--- src/rtl/inst_decode.sv ---
// rtl/inst_decode.sv - RV64I decode stage with ID/EX register and load-use stall.
// Define ILLEGAL_INST_EN to flag unknown opcodes on id_illegal instead of dropping them as NOPs.
module inst_decode #(
  parameter int          XLEN     = 64,
  parameter logic [31:0] NOP_INST = 32'h00000013
) (
  input  logic            CLK,
  input  logic            reset,
  input  logic [31:0]     inst,
  input  logic [XLEN-1:0] PC_i,
  input  logic            stall,
  input  logic            take_branch,
  output logic [4:0]      rs1_addr,
  output logic [4:0]      rs2_addr,
  input  logic [XLEN-1:0] rs1_data,
  input  logic [XLEN-1:0] rs2_data,
  output logic            hazard_stall,
  output logic            id_valid,
  output logic [XLEN-1:0] id_PC,
  output logic [3:0]      id_op,
  output logic [2:0]      id_funct3,
  output logic            id_funct7b5,
  output logic [4:0]      id_rd,
  output logic            id_reg_write,
  output logic [XLEN-1:0] id_imm,
  output logic [XLEN-1:0] id_rs1_val,
  output logic [XLEN-1:0] id_rs2_val,
  output logic            id_illegal
);

  localparam logic [3:0] OP_NOP     = 4'd0;
  localparam logic [3:0] OP_LUI     = 4'd1;
  localparam logic [3:0] OP_AUIPC   = 4'd2;
  localparam logic [3:0] OP_JAL     = 4'd3;
  localparam logic [3:0] OP_JALR    = 4'd4;
  localparam logic [3:0] OP_BRANCH  = 4'd5;
  localparam logic [3:0] OP_LOAD    = 4'd6;
  localparam logic [3:0] OP_STORE   = 4'd7;
  localparam logic [3:0] OP_OPIMM   = 4'd8;
  localparam logic [3:0] OP_OP      = 4'd9;
  localparam logic [3:0] OP_OPIMM32 = 4'd10;
  localparam logic [3:0] OP_OP32    = 4'd11;
  localparam logic [3:0] OP_SYSTEM  = 4'd12;

  logic [6:0]      opcode;
  logic [4:0]      rd;
  logic [XLEN-1:0] imm_i, imm_s, imm_b, imm_u, imm_j;
  logic [3:0]      dec_op;
  logic [XLEN-1:0] dec_imm;
  logic            dec_known, dec_writes, uses_rs1, uses_rs2;
  logic            dec_valid, dec_reg_write, dec_illegal;

  assign opcode   = inst[6:0];
  assign rd       = inst[11:7];
  assign rs1_addr = inst[19:15];
  assign rs2_addr = inst[24:20];

  assign imm_i = {{(XLEN-12){inst[31]}}, inst[31:20]};
  assign imm_s = {{(XLEN-12){inst[31]}}, inst[31:25], inst[11:7]};
  assign imm_b = {{(XLEN-13){inst[31]}}, inst[31], inst[7], inst[30:25], inst[11:8], 1'b0};
  assign imm_u = {{(XLEN-32){inst[31]}}, inst[31:12], 12'b0};
  assign imm_j = {{(XLEN-21){inst[31]}}, inst[31], inst[19:12], inst[20], inst[30:21], 1'b0};

  always_comb begin
    dec_op     = OP_NOP;
    dec_known  = 1'b1;
    dec_writes = 1'b0;
    uses_rs1   = 1'b0;
    uses_rs2   = 1'b0;
    case (opcode)
      7'b0110111: begin dec_op = OP_LUI;     dec_writes = 1'b1; end
      7'b0010111: begin dec_op = OP_AUIPC;   dec_writes = 1'b1; end
      7'b1101111: begin dec_op = OP_JAL;     dec_writes = 1'b1; end
      7'b1100111: begin dec_op = OP_JALR;    dec_writes = 1'b1; uses_rs1 = 1'b1; end
      7'b1100011: begin dec_op = OP_BRANCH;  uses_rs1 = 1'b1;   uses_rs2 = 1'b1; end
      7'b0000011: begin dec_op = OP_LOAD;    dec_writes = 1'b1; uses_rs1 = 1'b1; end
      7'b0100011: begin dec_op = OP_STORE;   uses_rs1 = 1'b1;   uses_rs2 = 1'b1; end
      7'b0010011: begin dec_op = OP_OPIMM;   dec_writes = 1'b1; uses_rs1 = 1'b1; end
      7'b0110011: begin dec_op = OP_OP;      dec_writes = 1'b1; uses_rs1 = 1'b1; uses_rs2 = 1'b1; end
      7'b0011011: begin dec_op = OP_OPIMM32; dec_writes = 1'b1; uses_rs1 = 1'b1; end
      7'b0111011: begin dec_op = OP_OP32;    dec_writes = 1'b1; uses_rs1 = 1'b1; uses_rs2 = 1'b1; end
      7'b0001111: dec_op = OP_SYSTEM;
      7'b1110011: begin
        if (inst[14:12] == 3'd0) dec_op = OP_SYSTEM;
        else dec_known = 1'b0;
      end
      default: dec_known = 1'b0;
    endcase
    // The canonical NOP collapses to class 0 even though it is an OPIMM encoding.
    if (inst == NOP_INST) dec_op = OP_NOP;
  end

  always_comb begin
    case (dec_op)
      OP_LUI, OP_AUIPC: dec_imm = imm_u;
      OP_JAL:           dec_imm = imm_j;
      OP_BRANCH:        dec_imm = imm_b;
      OP_STORE:         dec_imm = imm_s;
      default:          dec_imm = imm_i;
    endcase
  end

`ifdef ILLEGAL_INST_EN
  assign dec_illegal = ~dec_known;
`else
  assign dec_illegal = 1'b0;
`endif

  assign dec_valid     = dec_known ? (inst != NOP_INST) : dec_illegal;
  assign dec_reg_write = dec_known & dec_writes & (rd != 5'd0) & (inst != NOP_INST);

  assign hazard_stall = id_valid & (id_op == OP_LOAD) & id_reg_write &
                        (((id_rd == rs1_addr) & uses_rs1) | ((id_rd == rs2_addr) & uses_rs2)) &
                        ~take_branch;

  always_ff @(posedge CLK or negedge reset) begin
    if (!reset) begin
      id_valid     <= 1'b0;
      id_PC        <= '0;
      id_op        <= OP_NOP;
      id_funct3    <= 3'd0;
      id_funct7b5  <= 1'b0;
      id_rd        <= 5'd0;
      id_reg_write <= 1'b0;
      id_imm       <= '0;
      id_rs1_val   <= '0;
      id_rs2_val   <= '0;
      id_illegal   <= 1'b0;
    end else if (take_branch || (!stall && hazard_stall)) begin
      id_valid     <= 1'b0;
      id_op        <= OP_NOP;
      id_reg_write <= 1'b0;
      id_illegal   <= 1'b0;
    end else if (!stall) begin
      id_valid     <= dec_valid;
      id_PC        <= PC_i;
      id_op        <= dec_op;
      id_funct3    <= inst[14:12];
      id_funct7b5  <= inst[30];
      id_rd        <= rd;
      id_reg_write <= dec_reg_write;
      id_imm       <= dec_imm;
      id_rs1_val   <= (rs1_addr == 5'd0) ? '0 : rs1_data;
      id_rs2_val   <= (rs2_addr == 5'd0) ? '0 : rs2_data;
      id_illegal   <= dec_illegal;
    end
  end

endmodule

--- config.mk ---
export PLATFORM = sky130hd
export DESIGN_NAME = inst_decode
export DESIGN_NICKNAME = d
export VERILOG_FILES = /design/src/rtl/inst_decode.sv
export SDC_FILE = /design/constraint.sdc
export NUM_CORES = 1
export LEC_CHECK = 0
export BUFFER_PORTS_ARGS = -buffer_cell sky130_fd_sc_hd__buf_2
export CAP_MARGIN = 25
export CELL_PAD_IN_SITES_DETAIL_PLACEMENT = 0
export CELL_PAD_IN_SITES_GLOBAL_PLACEMENT = 1
export CORE_ASPECT_RATIO = 1.1
export CORE_MARGIN = 2
export CORE_UTILIZATION = 24
export DETAILED_ROUTE_END_ITERATION = 10
export HOLD_SLACK_MARGIN = 0.05
export PLACE_DENSITY = 0.72
export SYNTH_ARGS = -nofsm -noshare
export SYNTH_HDL_FRONTEND = slang
export SYNTH_SLANG_ARGS = --single-unit
--- constraint.sdc ---
create_clock -name CLK -period 3.1 [get_ports CLK]
set_input_delay 0.31 -clock CLK [delete_from_list [all_inputs] [get_ports CLK]]
set_output_delay 0.31 -clock CLK [all_outputs]
set_load 0.005 [all_outputs]
### Yosys cells after proc, flatten, opt, wreduce, memory -nomap -nowiden

Index checks and enable logic that the tools add are counted.

| word-level totals | value |
|---|---|
| register bits after elaboration | 240 |
| input port bits | 228 |
| output and inout bits | 283 |

| operators by class | value |
|---|---|
| bitwise gates (word level) | 13 |
| eq/ne operators | 24 |
| mux-type cells | 20 |
| reduce and logical (&&, ||, !) cells | 13 |

Operators with widths:

| cell | number |
|---|---|
| $mux W64 | 2 |
| $pmux W31 S4 | 1 |
| $pmux W4 S13 | 1 |
| $eq A32 B5 Y1 const B | 1 |
| $ne A32 B5 Y1 const B | 1 |
| $eq A7 B6 Y1 const B | 4 |
| $eq A7 B7 Y1 const B | 4 |
| $eq A7 B5 Y1 const B | 3 |
| $mux W4 | 4 |
| $eq A4 B3 Y1 const B | 3 |
| $reduce_or A12 Y1 | 1 |
| $mux W1 | 11 |
| $eq A5 B5 Y1 | 2 |
| $logic_not A5 Y1 | 2 |
| $and A1 B1 Y1 | 9 |
| $reduce_or A9 Y1 | 1 |
| $eq A4 B2 Y1 const B | 2 |
| $reduce_or A8 Y1 | 1 |
| $eq A7 B2 Y1 const B | 1 |
| $eq A7 B4 Y1 const B | 1 |
| $reduce_bool A5 Y1 | 1 |
| $eq A4 B1 Y1 const B | 1 |
| $reduce_or A4 Y1 | 1 |
| $logic_not A3 Y1 | 1 |
| other kinds (9) | 11 |

### Depth between registers and ports, before layout

Gate-level depths: netlist of run 1.

| logic depth | value |
|---|---|
| depth after elaboration | 11 |
| mapped depth | 10 |

### Worst setup path before layout of run 1

OpenSTA, ideal clock, no wires.

| timing path | value |
|---|---|
| path type | in2reg |
| start | input take_branch |
| end | register id_PC[0] |
| slack | 0.739 ns |
| stages | 8 |
| arrival | 2.234 ns |
| path through | buf_2 nand4b_1 or4b_4 nor4_2 nor4_2 buf_6 buf_6 mux2_1 |

| between the ends | value |
|---|---|
| cells in the longest elaborated chain, start to end | 6 |

Ends and longest elaborated chain:

| element | line | text |
|---|---|---|
| from (decl) | 12 | `input logic take_branch,` |
| $not A1 Y1 | 114 | `~take_branch;` |
| $and A1 B1 Y1 | 113 | `(((id_rd == rs1_addr) & uses_rs1) \| ((id_rd == rs2_addr) & uses_rs2)) &` |
| $logic_and A1 B1 Y1 | 129 | `end else if (take_branch \|\| (!stall && hazard_stall)) begin` |
| $logic_or A1 B1 Y1 (*) | 129 |  |
| $not A1 Y1 (no source line) (*) | n/a |  |
| $reduce_and A2 Y1 (no source line) (*) | n/a |  |
| to (signal assigned) | 136 | `id_PC <= PC_i;` |
| to (decl) | 19 | `output logic [XLEN-1:0] id_PC,` |

Mark *: on every way between the ends. The rest lies on a longest branch, timed or not.
A chain may end at the register's enable or synchronous reset.

### Worst setup path after layout of run 1

| timing path | value |
|---|---|
| start | input take_branch |
| end | output hazard_stall |

| between the ends | value |
|---|---|
| cells in the longest elaborated chain, start to end | 2 |

Ends and longest elaborated chain:

| element | line | text |
|---|---|---|
| $not A1 Y1 | 114 |  |
| $and A1 B1 Y1 | 113 |  |
| to (decl) | 17 | `output logic hazard_stall,` |

No other way between the ends.

==> impl_metrics.py, run 1 <==
metrics = {
    "outcome": {
        "status": "completed",
    },
    "sta": {
        "worst_slew_pin_slew_ps": 850,
        "finalHoldViolCount": 0,
        "fin_skew_ps": 12.2,
        "relSlewSlack_pct": 43.3,
        "slew_violations": 0,
        "setup_tns_ps": 0,
        "fin_crit_ps": 2980,
        "setup_viol": 0,
        "max_freq_mhz": 335,
        "period_share_pct": 96.2,
        "rsz0062_at_grt": "false",
    },
    "synth": {
        "synth.distinct_cells": 53,
        "syn_area_um2": 10200,
        "synth_area_leader_cell": "dfrtp_1",
        "synth_top_area_share_pct": 58.5,
        "ys_ff_latch": 239,
        "synth_area_per_cell_um2": 10.1,
        "synth_ff_type": "dfrtp_1",
        "synth-edff-count": 0,
        "ys_top_cells_by_area": "dfrtp_1 (58%), nand2_1 (11%), mux2_2 (7.4%)",
        "ys_warn_count": 0,
        "syn_inst": 1015,
        "syn-num-nets": 1243,
        "ys_seq_area_share_pct": 58.5,
        "async_reset_ff_share_pct": 100,
    },
    "critical_path": {
        "reg2reg_from": "id_reg_write",
        "worstSetupPathType": "input pin to output pin",
        "cp-start-kind": "input pin",
        "worstRegToRegCells": 7,
        "critical_path.endpoint_type": "output pin",
        "required_ps": 2790,
        "crit_fanout": 8,
        "crit_start": "take_branch",
        "critPathArrivalTime_ps": 2670,
    },
    "detailed_routing": {
        "finalWirelength_mm": 36.1,
        "wl_per_cell_um": 16.0,
        "drtAntennaViolNets": 0,
        "remaining_drc_errors": 0,
        "num_vias": 9954,
        "drt_iter0_markers": 459,
        "vias_per_cell": 4.41,
        "firstDrtPassIters": 5,
    },
    "clock_network": {
        "cts-root-buf": "clkbuf_16",
        "clk_pin_slew_worst_paths_ps": 60,
        "clk_latency_ps": 550,
        "cts_htree_levels": 1,
        "cts_tree": "done",
        "post-cts-setup-buffer-count": 0,
        "numCtsBuffers": 27,
        "ctsLongestPathBuffers": 3,
        "cts_sinks": 239,
    },
    "floorplanning": {
        "io_pins": 511,
        "fp.dieW_um": 201,
        "dieArea_um2": 44300,
        "rows": 79,
        "coreArea_um2": 42200,
        "initial_utilization_pct": 24.2,
        "die_h_um": 221,
    },
    "global_route": {
        "grt_usage_pct": 15.5,
        "grt_max_degree": 75,
        "overflow": 0,
        "antenna_found_initial": 1,
        "grt_first_pass_wirelength_mm": 55.0,
        "grt_pass1_vias": 9945,
    },
    "placement": {
        "port_buffers": 509,
        "place.gp.congestion": 0.849,
        "dp_hpwl_mm": 24.3,
    },
    "cells_and_area": {
        "mostFrequentLayoutCells": "buf_2 (508), nand2_1 (307), dfrtp_1 (239)",
        "layout-drive-gt1-share_pct": 38.5,
        "area_growth_pct": 57.0,
        "fin_nets": 1897,
        "final_util_pct": 38.0,
        "final_common_cell": "buf_2",
    },
    "power": {
        "irDropWorstVdd_mv": 0.458,
        "power.leakage_nw": 8.14,
        "power.density_nw_per_um2": 534,
    },
    "hold_path": {
        "worstHoldStart": "inst[15]",
        "hold_path_depth": 3,
        "hold_class": "input pin to flop",
    },
    "run": {
        "max-cap-violations": 0,
    },
}
layout make-up:
class / count / area [um2]
antenna: 1 / 2.50
clock buffer: 35 / 746
clock inverter: 12 / 97.6
fill: 4144 / 26200
inverter: 2 / 7.51
multi-input combinational: 663 / 3610
sequential: 239 / 5980
tap: 567 / 709
timing repair buffer: 736 / 4900
cells by family (layout without fill, tap and decap cells):
family	after synthesis	in the layout	share of synthesized area (%)
compound gates	65	65	4.59
xor+xnor	10	10	0.856
mux	71	71	7.82
simple gates	516	516	21.8
buf+inv	113	785	6.40
flops	239	239	58.5
other cells	1	2	0.0367
worst max-delay path: stages:
cell and delay [ps]:
dlygate4sd3_1 540, buf_2 180, nand4b_1 190, or4b_4 530, nor4_2 590, or2_2 210
buf_2 110
through the flow:
| stage | area, um2 | power (mW) | cells | hold WS [ps] | setup slack [ps] |
|---|---|---|---|---|---|
| floorplan | 10200 | 4.47 | 1015 | 14.4 | 739 |
| global placement | 13100 | 5.28 | 2001 | 316 | 323 |
| detailed placement | 13100 | 5.31 | 2001 | 316 | 224 |
| CTS | 16100 | 8.68 | 2254 | 50.0 | 123 |
| global route | 16100 | 9.03 | 2254 | 61.7 | 25.4 |
| finish | 16100 | 8.57 | 2255 | 81.5 | 119 |
Yosys cell counts (all sizes together) (3+ instances only):
cell       n
nand2    309
dfrtp    239
nand3    130
buf       88
mux2      71
nor2      38
clkbuf    23
a21oi     15
a31oi     12
xnor2     10
nor3       7
a22o       6
nor4       6
o21ai      6
a2bb2oi    5
nand2b     4
a22oi      3
and2       3
nand3b     3
what timing repair did:
| item | CTS | global route |
|---|---|---|
| gates resized for setup | 0 | 0 |
| hold buffers | 206 | 0 |
| endpoints found under the hold margin | 276 | 0 |
state kept, by name, summed over array words and instances, names as in the netlist:
name          cells
id_rd             5
id_funct7b5       1
id_op             4
id_PC            64
id_valid          1
id_imm           32
id_reg_write      1
id_rs2_val       64
id_rs1_val       64
id_funct3         3
routing by layer:
metal	part of all wire (%)	track usage, %	wire [um]
met4	4.2	7.56	1520
met1	39	18.3	14100
met2	49	26.4	17500
met3	8.1	3.96	2910
met5	0.030	0	11
where the power goes:
group / switching, mW / leakage, nW / internal (mW)
clock network: 1.34 / 0.417 / 1.77
registers: 0.241 / 2.89 / 3.53
logic: 0.799 / 4.83 / 0.885
total: 2.38 / 8.14 / 6.19
worst paths after layout:
kind	endpoint	slack (ps)
max in group asynchronous	id_PC[60]	1930
hold reg to reg	id_rs1_val[58]	460
setup reg to reg	id_rs2_val[32]	340
setup / recovery	hazard_stall	120
min in group asynchronous	id_rs2_val[8]	340
hold / removal	id_imm[15]	80
No activity file was read; power rests on OpenSTA's default activity.
==> run 2: changes to the inputs <==
- clock period: 3.1 -> 2.8 ns (I/O delays scaled with it)
==> impl_metrics.py, run 2 (synthesis results as in run 1) <==
metrics = {
    "outcome": {
        "status": "completed",
    },
    "cells_and_area": {
        "fin_nets": 1921,
        "fillCellCount": 4188,
        "multi_input_area_um2": 3620,
        "reg_top3": "id_PC: 64 flops, id_rs1_val: 64 flops, id_rs2_val: 64 flops",
        "final_util_pct": 38.8,
        "layout-drive-gt1-share_pct": 38.8,
        "area_growth_pct": 60.0,
        "seqCellArea_um2": 5980,
        "final_common_cell": "buf_2",
        "mostFrequentLayoutCells": "buf_2 (508), nand2_1 (307), dfrtp_1 (239)",
    },
    "placement": {
        "place.gp.congestion": 0.855,
        "dp_hpwl_mm": 24.9,
        "port_buffers": 509,
    },
    "sta": {
        "worst_slew_pin_slew_ps": 843,
        "setup_viol": 0,
        "rsz0062_at_grt": "false",
        "relSlewSlack_pct": 43.8,
        "setup_tns_ps": 0,
        "finalHoldViolCount": 0,
        "fin_skew_ps": 15.7,
        "fin_crit_ps": 2590,
        "max_freq_mhz": 386,
        "period_share_pct": 92.6,
        "slew_violations": 0,
    },
    "floorplanning": {
        "io_pins": 511,
        "initial_utilization_pct": 24.2,
        "fp.dieW_um": 201,
        "dieArea_um2": 44300,
        "die_h_um": 221,
        "coreArea_um2": 42200,
        "rows": 79,
    },
    "hold_path": {
        "hold_end": "id_imm[20]",
        "hold_class": "input pin to flop",
        "worstHoldStart": "inst[20]",
        "hold_path_depth": 3,
    },
    "detailed_routing": {
        "remaining_drc_errors": 0,
        "finalWirelength_mm": 36.3,
        "drtAntennaViolNets": 0,
        "drt_iter0_markers": 346,
        "firstDrtPassIters": 5,
        "vias_per_cell": 4.39,
        "num_vias": 10000,
        "wl_per_cell_um": 15.9,
    },
    "global_route": {
        "grt_usage_pct": 15.8,
        "grt_max_degree": 69,
        "overflow": 0,
        "antenna_found_initial": 2,
        "grt_pass1_vias": 10200,
        "grt_first_pass_wirelength_mm": 55.9,
    },
    "clock_network": {
        "post-cts-setup-buffer-count": 0,
        "cts_tree": "done",
        "numCtsBuffers": 27,
        "clk_pin_slew_worst_paths_ps": 60,
        "ctsLongestPathBuffers": 3,
        "clk_latency_ps": 540,
        "cts-root-buf": "clkbuf_16",
        "cts_sinks": 239,
        "cts_htree_levels": 1,
    },
    "run": {
        "max-cap-violations": 0,
    },
    "critical_path": {
        "worstRegToRegCells": 7,
        "r2r_end": "id_rs2_val[1]",
        "critical_path.endpoint_type": "output pin",
        "crit_fanout": 5,
        "required_ps": 2520,
        "cp-start-kind": "input pin",
        "worstSetupPathType": "input pin to output pin",
        "critPathArrivalTime_ps": 2310,
        "reg2reg_from": "id_valid",
        "r2r_slack_ps": 320,
    },
    "power": {
        "power.density_nw_per_um2": 595,
        "irDropWorstVdd_mv": 0.362,
        "power.leakage_nw": 8.29,
    },
}
-- run 2: cell types whose count changed in the layout (fill, tap and decap cells not counted), moves of 2 or more --
cell           change
buf_4             +12
bufinv_16          +2
clkbuf_8           +3
clkinv_2           -4
dlygate4sd3_1     +11
inv_6              -2
-- run 2: layer usage --
metal	GRT usage [%]	wire length [um]	up-vias
li1	-	-	4694
met1	18.8	14500	4775
met2	27.2	17800	467
met3	3.80	2640	84
met4	6.96	1440	0
met5	0	0	-
-- run 2: worst max-delay path: stages --
cell and delay, ps:
dlygate4sd3_1 540, buf_2 130, nand4b_1 160, or4b_4 520
a2111oi_4 370, or2_2 190, buf_2 130
-- run 2: how the worst max path moves through the flow --
stage	startpoint	endpoint	slack [ps]	cells after the start
4_1_cts	id_valid	hazard_stall	70	5
6_report	take_branch	hazard_stall	210	7
3_5_place_dp	inst[4]	id_rs1_val[51]	110	10
3_3_place_gp	inst[4]	id_rs1_val[51]	80	10
5_1_grt	take_branch	hazard_stall	90	8
2_1_floorplan	take_branch	id_PC[0]	470	8
-- run 2: timing repair --
action / 4_1_cts / 5_1_grt
endpoints found under the hold margin: 282 / 1
endpoints found under the setup margin: 0 / 11
gates resized for setup: 0 / 1
hold buffers: 216 / 1
-- run 2: per-stage QoR --
step	setup WS (ps)	cells	hold WS (ps)	power (mW)	area, um2
floorplan	469	1015	-15.6	4.95	10200
global placement	79.9	2014	286	5.86	13300
detailed placement	107	2014	285	5.90	13300
CTS	68.2	2279	54.3	9.89	16300
global route	93.8	2282	82.2	10.3	16400
finish	207	2282	98.4	9.75	16400
-- run 2: layout make-up --
cell class,count,share of cell area [%]
clock inverter,10,0.833
antenna,2,0.0306
tap,567,4.33
multi-input combinational,663,22.1
inverter,2,0.0459
sequential,239,36.5
clock buffer,39,4.83
timing repair buffer,760,31.3
-- run 2: power breakdown --
| group | switching (mW) | leakage, nW | total (mW) | internal [mW] |
|---|---|---|---|---|
| clock | 1.45 | 0.448 | 3.68 | 2.23 |
| sequential | 0.269 | 2.89 | 4.18 | 3.91 |
| combinational | 0.887 | 4.95 | 1.89 | 1.00 |
| total | 2.60 | 8.29 | 9.75 | 7.14 |
==> run 3: changes to the inputs <==
- clock period: 2.8 -> 2.95 ns (I/O delays scaled with it)
==> impl_metrics.py, run 3 (synthesis results as in run 1) <==
metrics = {
    "sta": {
        "worst_slew_pin_slew_ps": 831,
        "relSlewSlack_pct": 44.6,
        "whs_ps": 83.7,
        "fin_crit_ps": 2890,
        "max_freq_mhz": 346,
        "rsz0062_at_grt": "false",
        "finalHoldViolCount": 0,
        "setup_viol": 0,
        "slew_violations": 0,
        "fin_skew_ps": 12.8,
        "setup_tns_ps": 0,
        "period_share_pct": 97.9,
    },
    "detailed_routing": {
        "drt_iter0_markers": 490,
        "num_vias": 10000,
        "drtAntennaViolNets": 0,
        "remaining_drc_errors": 0,
        "wl_per_cell_um": 16.0,
        "vias_per_cell": 4.39,
        "finalWirelength_mm": 36.5,
        "firstDrtPassIters": 5,
    },
    "global_route": {
        "grt_usage_pct": 16.1,
        "grt_max_degree": 91,
        "overflow": 0,
        "grt_pass1_vias": 10200,
        "antenna_found_initial": 0,
        "grt_first_pass_wirelength_mm": 56.8,
    },
    "critical_path": {
        "critPathArrivalTime_ps": 2590,
        "crit_start": "take_branch",
        "crit_fanout": 8,
        "cp-start-kind": "input pin",
        "reg2reg_from": "id_valid",
        "r2r_slack_ps": 390,
        "required_ps": 2650,
        "worstSetupPathType": "input pin to output pin",
        "r2r_end": "id_rs2_val[8]",
        "critical_path.endpoint_type": "output pin",
        "setup.worst_path.end": "hazard_stall",
        "worstRegToRegCells": 8,
    },
    "placement": {
        "port_buffers": 509,
        "dp_hpwl_mm": 25.1,
        "place.gp.congestion": 0.830,
    },
    "floorplanning": {
        "dieArea_um2": 44300,
        "fp.dieW_um": 201,
        "initial_utilization_pct": 24.2,
        "die_h_um": 221,
        "coreArea_um2": 42200,
        "io_pins": 511,
        "rows": 79,
    },
    "cells_and_area": {
        "final_util_pct": 38.8,
        "antennaDiodeCount": 0,
        "layout-drive-gt1-share_pct": 38.9,
        "area_growth_pct": 60.2,
        "fin_nets": 1919,
        "multi_input_area_um2": 3610,
        "fillCellCount": 4116,
        "mostFrequentLayoutCells": "buf_2 (508), nand2_1 (307), dfrtp_1 (239)",
        "final_common_cell": "buf_2",
        "reg_top3": "id_PC: 64 flops, id_rs1_val: 64 flops, id_rs2_val: 64 flops",
        "seqCellArea_um2": 5980,
    },
    "clock_network": {
        "ctsLongestPathBuffers": 3,
        "cts_htree_levels": 1,
        "clk_pin_slew_worst_paths_ps": 60,
        "post-cts-setup-buffer-count": 0,
        "ctsHoldBuffers": 213,
        "cts_sinks": 239,
        "clk_latency_ps": 550,
        "postCtsResizedCells": 0,
        "cts-root-buf": "clkbuf_16",
        "numCtsBuffers": 29,
        "cts_tree": "done",
    },
    "power": {
        "power.leakage_nw": 8.32,
        "irDropWorstVdd_mv": 0.370,
        "power.density_nw_per_um2": 577,
    },
    "run": {
        "max-cap-violations": 0,
    },
    "outcome": {
        "status": "completed",
    },
    "hold_path": {
        "hold_class": "input pin to flop",
    },
}
run 3: final cells by class:
type / instances / share of cell area (%)
Sequential cell: 239 / 36.5
Clock buffer: 40 / 5.05
Inverter: 2 / 0.0458
Tap cell: 567 / 4.33
Clock inverter: 13 / 1.04
Multi-Input combinational cell: 663 / 22.0
Timing Repair Buffer: 756 / 31.0
run 3: metal layers:
metal / vias up / wire length, um / global-route usage [%]
met3: 76 / 2430 / 3.15
met2: 437 / 18400 / 28.6
met5: - / 0 / 0
met4: 0 / 1250 / 6.42
met1: 4804 / 14400 / 19.1
li1: 4698 / - / -
run 3: worst min-delay path by stage:
stage,from,to,slack [ps],cells after the start
after floorplan,reset,id_PC[0],-0.6,0
after global placement,reset,id_rs2_val[8],250,1
after detailed placement,reset,id_rs2_val[26],240,1
after CTS,rs2_data[8],id_rs2_val[8],50,3
after global routing,rs2_data[8],id_rs2_val[8],80,3
final,inst[19],id_imm[19],80,3
run 3: per-stage QoR:
step / instances / worst slack [ps] / power [mW] / area [um2]
after floorplan: 1015 / 604 / 4.70 / 10200
after global placement: 2014 / 312 / 5.57 / 13300
after detailed placement: 2014 / 273 / 5.60 / 13300
after CTS: 2280 / 81.3 / 9.58 / 16400
after global routing: 2280 / 4.45 / 9.96 / 16400
final: 2280 / 61.9 / 9.45 / 16400
run 3: where the power goes:
| group | switching [mW] | leakage [nW] | internal, mW | total (mW) |
|---|---|---|---|---|
| Combinational | 0.841 | 4.93 | 0.947 | 1.79 |
| Clock | 1.46 | 0.493 | 2.23 | 3.69 |
| Sequential | 0.259 | 2.89 | 3.71 | 3.97 |
run 3: critical path, stage by stage:
cell and delay [ps]:
dlygate4sd3_1 540, buf_2 190, nand4b_1 180, or4b_4 520, nor4_2 440, buf_4 200
or2_2 110, buf_2 110
